===== src/rtl/mem_arbiter_if.sv =====
// Cache-side and memory-side signal bundle for mem_arbiter.
// slave = arbiter view, master = requester/memory view.
interface mem_arbiter_if #(
  parameter int LINE_W = 256,
  parameter int BEAT_W = 64
);
  logic              i_read;
  logic [31:0]       i_addr;
  logic [LINE_W-1:0] i_rdata;
  logic              i_resp;

  logic              d_read;
  logic              d_write;
  logic [31:0]       d_addr;
  logic [LINE_W-1:0] d_wdata;
  logic [LINE_W-1:0] d_rdata;
  logic              d_resp;

  logic              pmem_read;
  logic              pmem_write;
  logic [31:0]       pmem_addr;
  logic [BEAT_W-1:0] pmem_wdata;
  logic [BEAT_W-1:0] pmem_rdata;
  logic              pmem_resp;

  modport slave (
    input  i_read, i_addr,
    output i_rdata, i_resp,
    input  d_read, d_write, d_addr, d_wdata,
    output d_rdata, d_resp,
    output pmem_read, pmem_write,
    output pmem_addr, pmem_wdata,
    input  pmem_rdata, pmem_resp
  );

  modport master (
    output i_read, i_addr,
    input  i_rdata, i_resp,
    output d_read, d_write, d_addr, d_wdata,
    input  d_rdata, d_resp,
    input  pmem_read, pmem_write,
    input  pmem_addr, pmem_wdata,
    output pmem_rdata, pmem_resp
  );
endinterface


===== src/rtl/mem_arbiter.sv =====
// I/D cache line arbiter onto a beat-wide physical memory port.
// ARB_RR_EN selects round-robin instead of fixed D-over-I priority.
module mem_arbiter #(
  parameter int LINE_W = 256,
  parameter int BEAT_W = 64
) (
  input logic         clk,
  input logic         rst,
  mem_arbiter_if.slave bus
);

  localparam int BEATS = LINE_W / BEAT_W;
  localparam int CW    = (BEATS > 1) ? $clog2(BEATS) : 1;
  localparam int OFF   = $clog2(LINE_W / 8);

  localparam logic [31:0]   AMASK = ~((32'd1 << OFF) - 32'd1);
  localparam logic [CW-1:0] LAST  = CW'(BEATS - 1);

  localparam logic [2:0] S_IDLE = 3'd0;
  localparam logic [2:0] S_IRD  = 3'd1;
  localparam logic [2:0] S_DRD  = 3'd2;
  localparam logic [2:0] S_DWR  = 3'd3;
  localparam logic [2:0] S_DONE = 3'd4;

  logic [2:0]                   r_state;
  logic [CW-1:0]                r_cnt;
  logic [31:0]                  r_addr;
  logic [BEATS-1:0][BEAT_W-1:0] r_line;
  logic                         r_own_d;

  logic        w_d_req;
  logic        w_gnt_d;
  logic        w_gnt_i;
  logic [31:0] w_gnt_addr;
  logic        w_rd;
  logic        w_xfer;

`ifdef ARB_RR_EN
  logic r_last_d;
`endif

  always_comb begin
    w_d_req = bus.d_read | bus.d_write;
`ifdef ARB_RR_EN
    w_gnt_d = w_d_req & (~bus.i_read | ~r_last_d);
`else
    w_gnt_d = w_d_req;
`endif
    w_gnt_i = bus.i_read & ~w_gnt_d;
    w_gnt_addr = w_gnt_d ? (bus.d_addr & AMASK)
                         : (bus.i_addr & AMASK);
  end

  assign w_rd   = (r_state == S_IRD) | (r_state == S_DRD);
  assign w_xfer = w_rd | (r_state == S_DWR);

  always_ff @(posedge clk or negedge rst) begin
    if (!rst) begin
      r_state <= S_IDLE;
      r_cnt   <= '0;
      r_addr  <= '0;
      r_line  <= '0;
      r_own_d <= 1'b0;
    end else begin
      unique case (r_state)
        S_IDLE: begin
          if (w_gnt_d | w_gnt_i) begin
            r_addr  <= w_gnt_addr;
            r_cnt   <= '0;
            r_own_d <= w_gnt_d;
            if (w_gnt_d & bus.d_write)
              r_line <= bus.d_wdata;
            if (w_gnt_i)
              r_state <= S_IRD;
            else if (bus.d_write)
              r_state <= S_DWR;
            else
              r_state <= S_DRD;
          end
        end
        S_IRD, S_DRD, S_DWR: begin
          if (bus.pmem_resp) begin
            // write line stays intact so beats go out unmodified
            if (w_rd)
              r_line[r_cnt] <= bus.pmem_rdata;
            r_cnt <= r_cnt + 1'b1;
            if (r_cnt == LAST)
              r_state <= S_DONE;
          end
        end
        S_DONE: r_state <= S_IDLE;
        default: r_state <= S_IDLE;
      endcase
    end
  end

`ifdef ARB_RR_EN
  always_ff @(posedge clk or negedge rst) begin
    if (!rst)
      r_last_d <= 1'b1;
    else if ((r_state == S_IDLE) && (w_gnt_d | w_gnt_i))
      r_last_d <= w_gnt_d;
  end
`endif

  assign bus.pmem_read  = w_rd;
  assign bus.pmem_write = (r_state == S_DWR);
  assign bus.pmem_addr  = r_addr;
  assign bus.pmem_wdata = r_line[r_cnt];

  assign bus.i_resp  = (r_state == S_DONE) & ~r_own_d;
  assign bus.d_resp  = (r_state == S_DONE) & r_own_d;
  assign bus.i_rdata = r_line;
  assign bus.d_rdata = r_line;

  logic w_unused;
  assign w_unused = w_xfer;

endmodule


===== src/flat_wrapper.sv =====
// flat-port wrapper written by rule: the top's interface ports become plain ports
module mem_arbiter_flat 
#(
  parameter int LINE_W = 256,
  parameter int BEAT_W = 64
)
  (clk, rst, bus_i_read, bus_i_addr, bus_i_rdata, bus_i_resp, bus_d_read, bus_d_write, bus_d_addr, bus_d_wdata, bus_d_rdata, bus_d_resp, bus_pmem_read, bus_pmem_write, bus_pmem_addr, bus_pmem_wdata, bus_pmem_rdata, bus_pmem_resp);
  mem_arbiter_if #(.LINE_W(LINE_W), .BEAT_W(BEAT_W)) bus_i ();
  input logic clk;
  input logic rst;
  input wire logic [$bits(bus_i.i_read)-1:0] bus_i_read;
  input wire logic [$bits(bus_i.i_addr)-1:0] bus_i_addr;
  output wire logic [$bits(bus_i.i_rdata)-1:0] bus_i_rdata;
  output wire logic [$bits(bus_i.i_resp)-1:0] bus_i_resp;
  input wire logic [$bits(bus_i.d_read)-1:0] bus_d_read;
  input wire logic [$bits(bus_i.d_write)-1:0] bus_d_write;
  input wire logic [$bits(bus_i.d_addr)-1:0] bus_d_addr;
  input wire logic [$bits(bus_i.d_wdata)-1:0] bus_d_wdata;
  output wire logic [$bits(bus_i.d_rdata)-1:0] bus_d_rdata;
  output wire logic [$bits(bus_i.d_resp)-1:0] bus_d_resp;
  output wire logic [$bits(bus_i.pmem_read)-1:0] bus_pmem_read;
  output wire logic [$bits(bus_i.pmem_write)-1:0] bus_pmem_write;
  output wire logic [$bits(bus_i.pmem_addr)-1:0] bus_pmem_addr;
  output wire logic [$bits(bus_i.pmem_wdata)-1:0] bus_pmem_wdata;
  input wire logic [$bits(bus_i.pmem_rdata)-1:0] bus_pmem_rdata;
  input wire logic [$bits(bus_i.pmem_resp)-1:0] bus_pmem_resp;
  assign bus_i.i_read = bus_i_read;
  assign bus_i.i_addr = bus_i_addr;
  assign bus_i_rdata = bus_i.i_rdata;
  assign bus_i_resp = bus_i.i_resp;
  assign bus_i.d_read = bus_d_read;
  assign bus_i.d_write = bus_d_write;
  assign bus_i.d_addr = bus_d_addr;
  assign bus_i.d_wdata = bus_d_wdata;
  assign bus_d_rdata = bus_i.d_rdata;
  assign bus_d_resp = bus_i.d_resp;
  assign bus_pmem_read = bus_i.pmem_read;
  assign bus_pmem_write = bus_i.pmem_write;
  assign bus_pmem_addr = bus_i.pmem_addr;
  assign bus_pmem_wdata = bus_i.pmem_wdata;
  assign bus_i.pmem_rdata = bus_pmem_rdata;
  assign bus_i.pmem_resp = bus_pmem_resp;
  mem_arbiter #(.LINE_W(LINE_W), .BEAT_W(BEAT_W)) u_core (.clk(clk), .rst(rst), .bus(bus_i));
endmodule

===== config.mk =====
export PLATFORM = sky130hd
export DESIGN_NAME = mem_arbiter_flat
export DESIGN_NICKNAME = d
export VERILOG_FILES = /design/src/rtl/mem_arbiter_if.sv /design/src/rtl/mem_arbiter.sv /design/src/flat_wrapper.sv
export SDC_FILE = /design/constraint.sdc
export NUM_CORES = 1
export LEC_CHECK = 0
export BUFFER_PORTS_ARGS = -buffer_cell sky130_fd_sc_hd__buf_2
export CORE_AREA = 2 2 393 395
export CTS_BUF_LIST = sky130_fd_sc_hd__clkbuf_4
export DETAILED_ROUTE_END_ITERATION = 10
export DIE_AREA = 0 0 395 397
export PLACE_DENSITY_LB_ADDON = 0.3
export SYNTH_ARGS = -nofsm -noshare
export SYNTH_HDL_FRONTEND = slang
export SYNTH_SLANG_ARGS = --single-unit

===== constraint.sdc =====
create_clock -name clk -period 3.36 [get_ports clk]
set_input_delay 0.168 -clock clk [delete_from_list [all_inputs] [get_ports clk]]
set_output_delay 0.168 -clock clk [all_outputs]
set_load 0.02 [all_outputs]

==> results.ini, run 1 <==
[synthesis]
syn_area_sq_um = 17900
async_flop_share_pct = 100
synth_area_leaders = dfrtp_1, buf_4, nand2_1
ys_ff_latch = 289
yosysSeqAreaShare_pct = 40.4
synthDistinctLibCells = 32
synth_edf_count = 0
syn_inst = 1927
synth_top_area_share_pct = 40.4
syn_avg_cell_area_sq_um = 9.28
synthFlopType = dfrtp_1
yosysWarnings = 0
synth_top_area_cell = dfrtp_1

[clock_tree]
cts.repair.resized = 9
clock_path_buffers = 3
postCtsSetupRepairBufs = 0
ctsRootBufferMaster = clkbuf_4
holdBufCountCts = 950
cts_buffers = 92
cts_num_sinks = 289
cts_max_level = 3

[status]
error_line = [ERROR RSZ-0060] Max buffer count reached.
outcome = aborted with a tool error
lastStage = clock tree synthesis

[placed_design]
port_buffers = 986
gp_congestion = 0.879
dp_hpwl_microns = 81600
placed_cells = 4592

[die]
io_pins = 1002
dieHeight_microns = 397
die_w_microns = 395
initial_core_util_pct = 11.7
rows = 144

[synth_stat cells, types with 2 or more instances]
cell / instances
nor2b_1: 3
mux2_4: 60
inv_1: 4
buf_6: 14
nor2_1: 165
nor3_1: 2
clkbuf_1: 67
ha_1: 4
nand3b_1: 2
a31oi_1: 128
dfrtp_1: 289
mux2_2: 68
buf_1: 31
nand3_1: 258
mux2i_1: 27
buf_2: 42
a21oi_1: 32
nand2_1: 390
o32ai_1: 3
buf_4: 262
a221o_1: 2
mux4_2: 64
[stage by stage]
stage	hold WS, ps	worst slack (ps)	instance area, sq um	utilization (%)
after floorplan	-128	1040	17900	-
after global placement	281	573	23400	15.3
after detailed placement	281	551	23400	15.3
[logic make-up after synthesis]
family / synth area share (%)
muxes: 18.9
buffers and inverters: 15.2
adders and majority gates: 0.280
xor gates and xnor gates: 0.0490
other: 0.0210
and+or+nand+nor: 19.4
AOI/OAI and AO/OA: 5.75
DFF: 40.4
==> run 2, diff against run 1 <==
--- a/config.mk
+++ b/config.mk
@@ -6,11 +6,10 @@
 export NUM_CORES = 1
 export LEC_CHECK = 0
 export BUFFER_PORTS_ARGS = -buffer_cell sky130_fd_sc_hd__buf_2
-export CORE_AREA = 2 2 393 395
-export CTS_BUF_LIST = sky130_fd_sc_hd__clkbuf_4
+export CORE_AREA = 2 2 385 387
 export DETAILED_ROUTE_END_ITERATION = 10
-export DIE_AREA = 0 0 395 397
-export PLACE_DENSITY_LB_ADDON = 0.3
+export DIE_AREA = 0 0 387 389
+export PLACE_DENSITY_LB_ADDON = 0.15
 export SYNTH_ARGS = -nofsm -noshare
 export SYNTH_HDL_FRONTEND = slang
 export SYNTH_SLANG_ARGS = --single-unit
==> run 2 against run 1 <==
Compared with the run above: the flow now finishes without violations; synthesized cell count stayed put; area after synthesis stayed put.
==> results.ini, run 2 <==
[detailed_routing]
ant_nets = 0
drt_iter0_drc = 852
wl_per_cell_microns = 21.5
routed-via-count = 19200
wirelength_microns = 109000
firstDrtPassIters = 4
vias_per_cell = 3.77
drc = 0

[sta]
setup_slack_ps = 339
skew_ps = 19.6
fin_crit_ps = 3020
rsz0062_at_grt = false
timing.slew.headroom_pct = 38.8
finalMaxSlewViolations = 0
hold_violations = 0
worst_pin_slew_ps = 919
finalCritPeriodShare_pct = 89.9
fin_tns_setup_ps = 0
setup_viol = 0
fmax_ghz = 0.331
hold_slack_ps = 26.2

[clock_tree]
cts_tree = done
insertion_delay_ps = 600
clock_path_buffers = 3
cts_max_level = 2
cts_buffers = 43
cts.repair.resized = 0
clkTransAtPathRegs_ps = 60
cts_num_sinks = 289
ctsRootBufferMaster = clkbuf_16

[setup_path]
cp_cell_sequence = xnor2_1 > o32ai_4 > buf_4 > nor2_1 > a31oi_1 > dlygate4sd3_1
critical-path-top-delay-family = buffers and inverters
endpoint_kind = register
slowest_delay_ps = 690
crit_required_ps = 3890
worst-setup-path-type = register to register
slowest_stage = dfrtp_1
crit_buf_inv = 2
start_kind = register
crit_arrival_ps = 3550
worstPathMaxFanout = 43

[synthesis]
syn_avg_cell_area_sq_um = 9.28
synth_common_cells = nand2_1, dfrtp_1, buf_4, nand3_1, nor2_1
synth_top_area_cell = dfrtp_1
syn_inst = 1927
synthFlopType = dfrtp_1
yosysSeqAreaShare_pct = 40.4
synth_top_area_share_pct = 40.4
yosysWarnings = 0
syn_area_sq_um = 17900
synth_area_leaders = dfrtp_1, buf_4, nand2_1
synth_edf_count = 0
ys_ff_latch = 289
yosys.cell_count.top_type = nand2_1
synthDistinctLibCells = 32
async_flop_share_pct = 100

[die]
dieArea_sq_um = 151000
initial_core_util_pct = 12.2
die_w_microns = 387
io_pins = 1002
rows = 141
dieHeight_microns = 389
core_area_sq_um = 147000

[cells_and_area]
layout_commonest_cell = buf_2
largest_reg_flops = 256
nNetsFinal = 3529
instances_no_fill = 5095
drive_gt1_share_pct = 41.2
final_cell_mix = buf_2, dlygate4sd3_1, nand2_1
syn2layout_area_growth_pct = 68.0

[global_route]
grt_pass1_vias = 20000
grt_max_degree = 89
grt_pass1_wl_microns = 153000
antenna_found_initial = 9
grt_overflow = 0
gr-usage-all-layers_pct = 14.1

[placed_design]
place_ws_ps = 796
placed_cells = 4481
gp_congestion = 0.797
port_buffers = 986
dp_hpwl_microns = 78300

[run]
maxCapViolCount = 0

[status]
outcome = completed

[power_and_ir_drop]
ir_worst_vdd_uv = 639
p_leak_nw = 14.5
powerDensity_nw_per_um2 = 1160

[min_path]
hold_path.class = input pin to register

-- run 2: cell families after synthesis --
family | share of synthesized area [%]
simple gates | 19.4
fa+ha+maj | 0.280
compound gates | 5.75
mux | 18.9
flops | 40.4
other cells | 0.0210
xor+xnor | 0.0490
buf+inv | 15.2
-- run 2: cell type report --
type                            instances  area [sq um]
Antenna cell                            2          5.00
Timing Repair Buffer                 1575         10900
Multi-Input combinational cell       1222          8100
Clock inverter                          7           113
Tap cell                             1930          2410
Sequential cell                       289          7240
Clock buffer                           66          1260
Inverter                                4          15.0
Fill cell                           16400        117000
-- run 2: metrics by stage --
| step | util [%] | cell area [sq um] | power, mW |
|---|---|---|---|
| after floorplan | - | 17900 | 20.8 |
| after global placement | 15.9 | 23300 | 27.8 |
| after detailed placement | 15.9 | 23300 | 27.7 |
| after CTS | 20.5 | 30000 | 35.4 |
| after global routing | 20.5 | 30000 | 36.9 |
| final | 20.5 | 30100 | 34.8 |
-- run 2: what timing repair did --
action / 4_1_cts / 5_1_grt
buffers inserted: 0 / 0
hold endpoints to repair: 356 / 0
hold buffers: 539 / 0
-- run 2: report_power, final --
group | switching (mW) | internal, mW | leakage, nW
Combinational | 13.1 | 9.24 | 10.3
Sequential | 2.54 | 5.18 | 3.55
Clock | 1.90 | 2.80 | 0.670
-- run 2: path summary, 6_finish.rpt --
check / from / to / slack [ps] / cells past startpoint
min reg2reg: u_core.bus.pmem_addr[29]$_DFFE_PN0P_ / u_core.bus.pmem_addr[29]$_DFFE_PN0P_ / 520 / 2
min in group asynchronous: rst / u_core.bus.d_rdata[34]$_DFFE_PN0P_ / 180 / 2
max: u_core.r_state[0]$_DFFE_PN0P_ / u_core.bus.d_rdata[220]$_DFFE_PN0P_ / 340 / 6
max reg2reg: u_core.r_state[0]$_DFFE_PN0P_ / u_core.bus.d_rdata[220]$_DFFE_PN0P_ / 340 / 6
max in group asynchronous: rst / u_core.bus.pmem_addr[15]$_DFFE_PN0P_ / 2220 / 3
min: bus_d_wdata[132] / u_core.bus.d_rdata[132]$_DFFE_PN0P_ / 30 / 4
-- run 2: worst min-delay path, delay by kind of cell --
kind / cells / cell delay [ps]
AND/OR/NAND/NOR: 2 / 210
multiplexers: 1 / 130
buffers and inverters: 1 / 90
-- run 2: per-layer routing --
layer  GRT usage (%)  routed length [microns]  vias to the layer above  part of all wire (%)
met1            17.3                    46200                     9639                    42
met2            25.2                    55600                      635                    51
met4            3.39                     2350                       10                   2.2
li1                -                        -                     8790                     -
met3            2.42                     5140                      116                   4.7
met5               0                       66                        -                 0.060
Note: power is estimated with default switching activity, not from simulation.
==> run 3, diff against run 2 <==
--- a/config.mk
+++ b/config.mk
@@ -6,9 +6,11 @@
 export NUM_CORES = 1
 export LEC_CHECK = 0
 export BUFFER_PORTS_ARGS = -buffer_cell sky130_fd_sc_hd__buf_2
-export CORE_AREA = 2 2 385 387
+export CELL_PAD_IN_SITES_DETAIL_PLACEMENT = 1
+export CELL_PAD_IN_SITES_GLOBAL_PLACEMENT = 1
+export CORE_AREA = 2 2 394 396
 export DETAILED_ROUTE_END_ITERATION = 10
-export DIE_AREA = 0 0 387 389
+export DIE_AREA = 0 0 396 398
 export PLACE_DENSITY_LB_ADDON = 0.15
 export SYNTH_ARGS = -nofsm -noshare
 export SYNTH_HDL_FRONTEND = slang
==> run 3 against run 2 <==
Compared with the run above: largest cell class unchanged; combinational power about the same; critical path depth up 2; sequential power about the same; critical path type unchanged; clock-buffer cell count down 4.
==> results.ini, run 3 (synthesized netlist as in run 2, its figures left out) <==
[setup_path]
start_kind = register
r2r_end = u_core.bus.d_rdata[251]$_DFFE_PN0P_
crit_required_ps = 3830
endpoint_kind = register
crit_arrival_ps = 3250
crit_path_start = u_core.r_state[0]$_DFFE_PN0P_
reg2reg_slack_ps = 580
rr_startpoint = u_core.r_state[0]$_DFFE_PN0P_
worstPathMaxFanout = 27
worst-setup-path-type = register to register
r2r_cells = 8

[sta]
skew_ps = 17.9
worst_pin_slew_ps = 897
rsz0062_at_grt = false
hold_violations = 0
finalMaxSlewViolations = 0
timing.slew.headroom_pct = 40.2
fin_tns_setup_ps = 0
finalCritPeriodShare_pct = 82.9
setup_viol = 0
fmax_ghz = 0.359
hold_slack_ps = 44.3
fin_crit_ps = 2780

[cells_and_area]
drive_gt1_share_pct = 41.2
seq_area_sq_um = 7240
fin_util_pct = 19.7
instances_no_fill = 5215
fin_area_sq_um = 30200
final_cell_mix = buf_2, dlygate4sd3_1, nand2_1
layout_commonest_cell = buf_2
fill_cells = 18200
syn2layout_area_growth_pct = 68.9
nNetsFinal = 3530
largest_reg_flops = 256
multiInputGateArea_sq_um = 8100

[min_path]
min_from = bus_pmem_rdata[15]
whs_endpoint = u_core.bus.d_rdata[79]$_DFFE_PN0P_
hold_path.class = input pin to register
hold_depth = 4

[global_route]
gr-usage-all-layers_pct = 13.9
antenna_found_initial = 20
grt_max_degree = 102
grt_pass1_vias = 21000
grt_overflow = 0
grt_pass1_wl_microns = 159000

[power_and_ir_drop]
p_leak_nw = 14.5
powerDensity_nw_per_um2 = 1140
intPower_mw = 17.0
p_clk_share_pct = 12.8
sequentialPowerShare_pct = 22.4
switching_share_pct = 50.8
p_switching_mw = 17.5
ir_worst_vdd_uv = 610
comb_power_share_pct = 64.8

[die]
rows = 144
core_area_sq_um = 153000
io_pins = 1002
dieArea_sq_um = 158000
initial_core_util_pct = 11.7
dieHeight_microns = 398
die_w_microns = 396

[placed_design]
dp_hpwl_microns = 81700
port_buffers = 986
gp_congestion = 0.754
placed_cells = 4595
placed_area_sq_um = 23500

[detailed_routing]
ant_nets = 0
wl_per_cell_microns = 21.7
vias_per_cell = 3.67
firstDrtPassIters = 6
wirelength_microns = 113000
routed-via-count = 19200
drc = 0
drt_iter0_drc = 757

[clock_tree]
ctsRootBufferMaster = clkbuf_16
cts_max_level = 2
clkTransAtPathRegs_ps = 60
insertion_delay_ps = 590
cts_buffers = 42
clock_path_buffers = 3
cts_tree = done
cts_num_sinks = 289

[run]
maxCapViolCount = 0

[status]
outcome = completed

[run 3: cell count changes in the layout (fill, tap and decap cells not counted), sizes merged]
cell,before,now
bufinv,3,0
clkbuf,66,62
clkinv,3,4
diode,2,10
dlygate4sd3,539,541
inv,4,6
[run 3: critical path, stage by stage (launching register included)]
cell           delay [ps]
dfrtp_1               470
buf_4                 220
xnor2_1               480
o32ai_4               300
buf_12                250
buf_4                 200
nor2_1                 90
a31oi_1                50
dlygate4sd3_1         570
[run 3: how the worst max path moves through the flow]
stage / to / depth (start not counted)
2_1_floorplan: u_core.bus.d_rdata[100]$_DFFE_PN0P_ / 9
3_3_place_gp: u_core.bus.d_rdata[67]$_DFFE_PN0P_ / 5
3_5_place_dp: u_core.bus.d_rdata[89]$_DFFE_PN0P_ / 5
4_1_cts: bus_pmem_wdata[63] / 3
5_1_grt: u_core.bus.d_rdata[254]$_DFFE_PN0P_ / 8
6_report: u_core.bus.d_rdata[251]$_DFFE_PN0P_ / 8
[run 3: through the flow]
stage / setup slack, ps / total power, mW
finish: 576 / 34.5
floorplan: 1040 / 20.8
global placement: 538 / 27.8
CTS: 495 / 35.3
detailed placement: 513 / 27.9
global route: 403 / 36.8
[run 3: area by class of cell]
class	instances	area share (%)
timing repair buffer	1577	36.4
sequential	289	24.0
antenna	10	0.0828
multi-input combinational	1222	26.8
clock inverter	7	0.161
tap	2044	8.46
clock buffer	62	4.06
inverter	4	0.0497
[run 3: layer usage]
| layer | track usage (%) | vias to the layer above | wire, microns |
|---|---|---|---|
| met5 | 0 | - | 91 |
| met4 | 3.73 | 12 | 2730 |
| met3 | 2.35 | 108 | 5290 |
| met2 | 24.8 | 593 | 57400 |
| met1 | 17.1 | 9651 | 47600 |
| li1 | - | 8796 | - |
[run 3: what timing repair did]
item	in CTS	in global routing
setup buffers	0	0
hold buffers	541	0
gates resized for setup	0	0
hold endpoints to repair	352	0
[run 3: power groups by stage]
stage                     Clock (mW)  Combinational [mW]  Sequential [mW]
after floorplan                    0                12.3             8.46
after global placement             0                19.9             7.90
after detailed placement           0                19.9             7.93
after CTS                       4.64                22.7             7.88
after global routing            4.74                24.0             8.04
final                           4.40                22.3             7.73
